<file path="config.mk">
export PLATFORM = sky130hd
export DESIGN_NAME = router_merge
export DESIGN_NICKNAME = d
export VERILOG_FILES = /design/src/rtl/router_merge.sv
export SDC_FILE = /design/constraint.sdc
export NUM_CORES = 1
export LEC_CHECK = 0
export BUFFER_PORTS_ARGS = -buffer_cell sky130_fd_sc_hd__buf_4
export CORE_ASPECT_RATIO = 0.6
export CORE_MARGIN = 2
export CORE_UTILIZATION = 53
export DETAILED_ROUTE_END_ITERATION = 7
export HOLD_SLACK_MARGIN = 0.1
export PLACE_DENSITY_LB_ADDON = 0.08
export SLEW_MARGIN = 25
export SYNTH_ARGS = -nofsm -noshare
export SYNTH_HDL_FRONTEND = slang
export SYNTH_SLANG_ARGS = --single-unit
export TNS_END_PERCENT = 5
</file>
<file path="constraint.sdc">
create_clock -name clk -period 2.1 [get_ports clk]
set_clock_uncertainty 0.05 [all_clocks]
set_input_delay 0.105 -clock clk [delete_from_list [all_inputs] [get_ports clk]]
set_output_delay 0.105 -clock clk [all_outputs]
set_load 0.01 [all_outputs]
</file>
<file path="src/rtl/router_merge.sv">
// 4-to-1 merging router: one-entry buffer per source port, round-robin
// arbitration onto a single output register tagged with the source index.
module router_merge #(
  parameter int unsigned DATA_WIDTH = 32
) (
  input  logic                  clk,
  input  logic                  resetn,
  input  logic [DATA_WIDTH-1:0] din0,
  input  logic [DATA_WIDTH-1:0] din1,
  input  logic [DATA_WIDTH-1:0] din2,
  input  logic [DATA_WIDTH-1:0] din3,
  input  logic                  din_en0,
  input  logic                  din_en1,
  input  logic                  din_en2,
  input  logic                  din_en3,
  output logic                  din_rdy0,
  output logic                  din_rdy1,
  output logic                  din_rdy2,
  output logic                  din_rdy3,
  output logic [DATA_WIDTH-1:0] dout,
  output logic [1:0]            dout_addr,
  output logic                  dout_valid,
  input  logic                  dout_ready
);

  localparam int unsigned NUM_PORTS = 4;

  logic [DATA_WIDTH-1:0] buf_data [NUM_PORTS];
  logic [NUM_PORTS-1:0]  buf_empty;
  logic [1:0]            last_grant;

  logic [DATA_WIDTH-1:0] din_c [NUM_PORTS];
  logic [NUM_PORTS-1:0]  din_en_c;
  logic                  load_ok_c;
  logic                  grant_vld_c;
  logic [1:0]            grant_idx_c;
  logic [1:0]            probe_c;

  // Ready is the registered empty flag of each port buffer.
  assign din_rdy0 = buf_empty[0];
  assign din_rdy1 = buf_empty[1];
  assign din_rdy2 = buf_empty[2];
  assign din_rdy3 = buf_empty[3];

  // Gather ports and pick the first full buffer after the last grant.
  always_comb begin
    din_c[0]    = din0;
    din_c[1]    = din1;
    din_c[2]    = din2;
    din_c[3]    = din3;
    din_en_c    = {din_en3, din_en2, din_en1, din_en0};
    load_ok_c   = !dout_valid || dout_ready;
    grant_vld_c = 1'b0;
    grant_idx_c = 2'd0;
    probe_c     = 2'd0;
    for (int k = 1; k <= 4; k++) begin
      probe_c = last_grant + 2'(k);
      if (!grant_vld_c && !buf_empty[probe_c]) begin
        grant_vld_c = 1'b1;
        grant_idx_c = probe_c;
      end
    end
  end

  // Fill and grant never target the same buffer in one cycle: fill needs
  // an empty buffer, grant needs a full one.
  always_ff @(posedge clk or negedge resetn) begin
    if (!resetn) begin
      buf_empty  <= '1;
      last_grant <= 2'd3;
      dout       <= '0;
      dout_addr  <= 2'd0;
      dout_valid <= 1'b0;
      for (int p = 0; p < NUM_PORTS; p++) begin
        buf_data[p] <= '0;
      end
    end else begin
      for (int p = 0; p < NUM_PORTS; p++) begin
        if (buf_empty[p] && din_en_c[p]) begin
          buf_empty[p] <= 1'b0;
          buf_data[p]  <= din_c[p];
        end
      end
      if (load_ok_c) begin
        if (grant_vld_c) begin
          dout                   <= buf_data[grant_idx_c];
          dout_addr              <= grant_idx_c;
          dout_valid             <= 1'b1;
          buf_empty[grant_idx_c] <= 1'b1;
          last_grant             <= grant_idx_c;
        end else begin
          dout_valid <= 1'b0;
        end
      end
    end
  end

endmodule

</file>
==> reports/results.tsv <==
metric	value	unit
RR Endpoint	dout[10]	
area of the core	0.0130	mm2
Cell Area, Synth	0.00709	mm2
Req. time, crit path	2.32	ns
dpl hpwl	12.2	mm
top_reg_cell synth	dfrtp_1	
root buf cell	clkbuf_16	
Num CTS Buffers	17	
via count	5407	
Routed WL per cell	19.8	um
max-slew violations	0	
post-route DRC violation count	0	
vias per cell	5.46	
crit path kind	reg -> reg	
Pleak	5.00	nW
worst min path class	in -> async	
status	complete, no violations	
Mapped Nets	630	
Netlist cell types	29	
period utilization	96.5	%
clock sink total	169	
Initial Util	54.7	%
WP data arrival	2.25	ns
post-place setup slack	0.155	ns
Total GRT Usage	28.4	%
reg-to-reg slack, setup	0.07	ns
CP max FO	22	
most numerous cell in the Yosys netlist	dfrtp_1	
Routed WL	19.6	mm
Area contributors post-synth	dfrtp_1, mux2_2, mux2i_1, o221ai_1, dfstp_2	
H-tree depth	4	
Async SR Flop Fraction	100	%
I/O Buffers	173	
Post-synth EDFFs	0	
max cap viols	0	
final setup violation count	0	
post-synth top area share	57.5	%
Layout area overhead	50.3	%
post-synthesis register bit count	169	
Slew Limit Headroom	59.2	%
Hold Violations, Final	0	
largest net degree at the start of global routing	64	
reg2reg path depth	6	
DRT iter0 DRCs	280	
Antenna diodes	0	
area leader, netlist	dfrtp_1	
Final Non-Filler Cells	990	
GP Congestion	0.820	
final setup margin	0.0738	ns
vias in the first global route	5815	
post-route ant nets	0	
layout cells sized above 1	44.5	%
VDD IR-drop max	0.985	mV
global route overflow	0	
Tmin final	2.03	ns
unrepaired setup endpoints after global routing	no	
first-pass detailed-route iteration total	6	
sequential fraction of the synthesis area	59.7	%
post-CTS setup buffers	0	
Clock Latency Late Sink	0.41	ns
Fin Setup TNS	0	ns
syn avg cell area	14.3	um2
Synth Warn #	0	
Die Width	153	um
Worst R2R Start	buf_empty[3]	
Final nets	943	
CP startpoint	buf_empty[3]	
Hold Worst Slack	0.195	ns
actual slew at the worst max-slew pin	0.612	ns
first-pass GRT wire length	31.1	mm
Post-synth top cells	dfrtp_1, mux2_2, mux2i_1	
fmax	0.494	GHz
io pins	174	
CTS clock-pin slew for the worst setup and hold paths	0.07	ns
crit end category	flip-flop	
CTS tree	built	
Clock Tree Buf Depth	2	
startpoint class of the critical path	flip-flop	
initial antenna violation count	0	
Pwr Density	1430	mW/mm2
CP endpoint	dout[10]	
dpl cells	825	
row cnt	32	
die height	93.6	um
DIE AREA	0.0144	mm2
Mapped Cells	495	
[cell type report]
| cell class | instances | area [um2] |
|---|---|---|
| Clock inverter | 13 | 163 |
| Fill cell | 719 | 2310 |
| Timing Repair Buffer | 325 | 2900 |
| Clock buffer | 18 | 439 |
| Tap cell | 170 | 213 |
| Inverter | 4 | 15.0 |
| Multi-Input combinational cell | 291 | 2690 |
| Sequential cell | 169 | 4240 |
[registers in the layout (all words and copies together) (netlist names)]
name        cells
last_grant      2
dout           32
buf_data      128
dout_addr       2
dout_valid      1
buf_empty       4
[what timing repair did]
| item | 4_1_cts | 5_1_grt |
|---|---|---|
| hold buffers | 134 | 0 |
| endpoints found under the hold margin | 270 | 0 |
| resized for setup | 0 | 1 |
| setup endpoints to repair | 0 | 1 |
[cell usage in the layout, fill, tap and decap left out, types with 2 or more instances in the layout]
cell type and n:
clkbuf_16 17, clkinv_4 2, nor2_1 4, mux2i_1 63, o22ai_1 4, inv_6 3
buf_12 10, buf_4 180, bufinv_16 2, o221ai_1 32, nand2b_1 2, inv_1 3
nor2b_1 2, a21oi_1 3, dlygate4sd3_1 134, nand2_1 38, mux2_2 128, dfstp_2 6
clkinvlp_4 2, dfrtp_1 163, nand2_2 4, inv_8 2
[stage by stage]
step / power (mW) / utilization, % / area (um2)
4_1_cts: 15.3 / 82.1 / 10700
6_report: 15.3 / 82.2 / 10700
3_5_place_dp: 11.9 / 67.2 / 8710
3_3_place_gp: 11.5 / 67.2 / 8710
2_1_floorplan: 9.78 / - / 7090
5_1_grt: 16.1 / 82.2 / 10700
[worst min path at each step]
stage / end
finish: buf_data[87]
global route: buf_data[88]
CTS: buf_data[87]
detailed placement: buf_data[87]
global placement: buf_data[120]
floorplan: buf_data[0]
[cell families (layout without fill, tap and decap cells)]
family	Yosys count	after routing	synth area share, %
multiplexers	192	192	29.4
flip-flops	169	169	59.7
AND/OR/NAND/NOR	56	56	3.28
AO/OA/AOI/OAI	43	43	4.99
buffers and inverters	35	360	2.65
[power breakdown]
part           total (mW)  switching [mW]  internal, mW
sequential           5.92           0.983          4.94
clock                3.16            1.34          1.82
combinational        6.20            2.76          3.44
[critical path, stage by stage (launching register included)]
cell	delay, ns
dfstp_2	0.62
nor2_1	0.08
o21ai_1	0.18
and3_4	0.27
buf_12	0.22
mux2i_2	0.30
o221ai_1	0.16
[per-layer routing]
metal,vias up,part of all wire (%),wire length (um),GRT usage [%]
met5,-,0,0,0
met4,0,1.5,297,9.10
met2,216,48,9360,45.3
li1,2435,-,-,-
met3,30,6.8,1330,6.49
met1,2726,44,8630,39.3
Note: power is estimated with default switching activity, not from simulation.
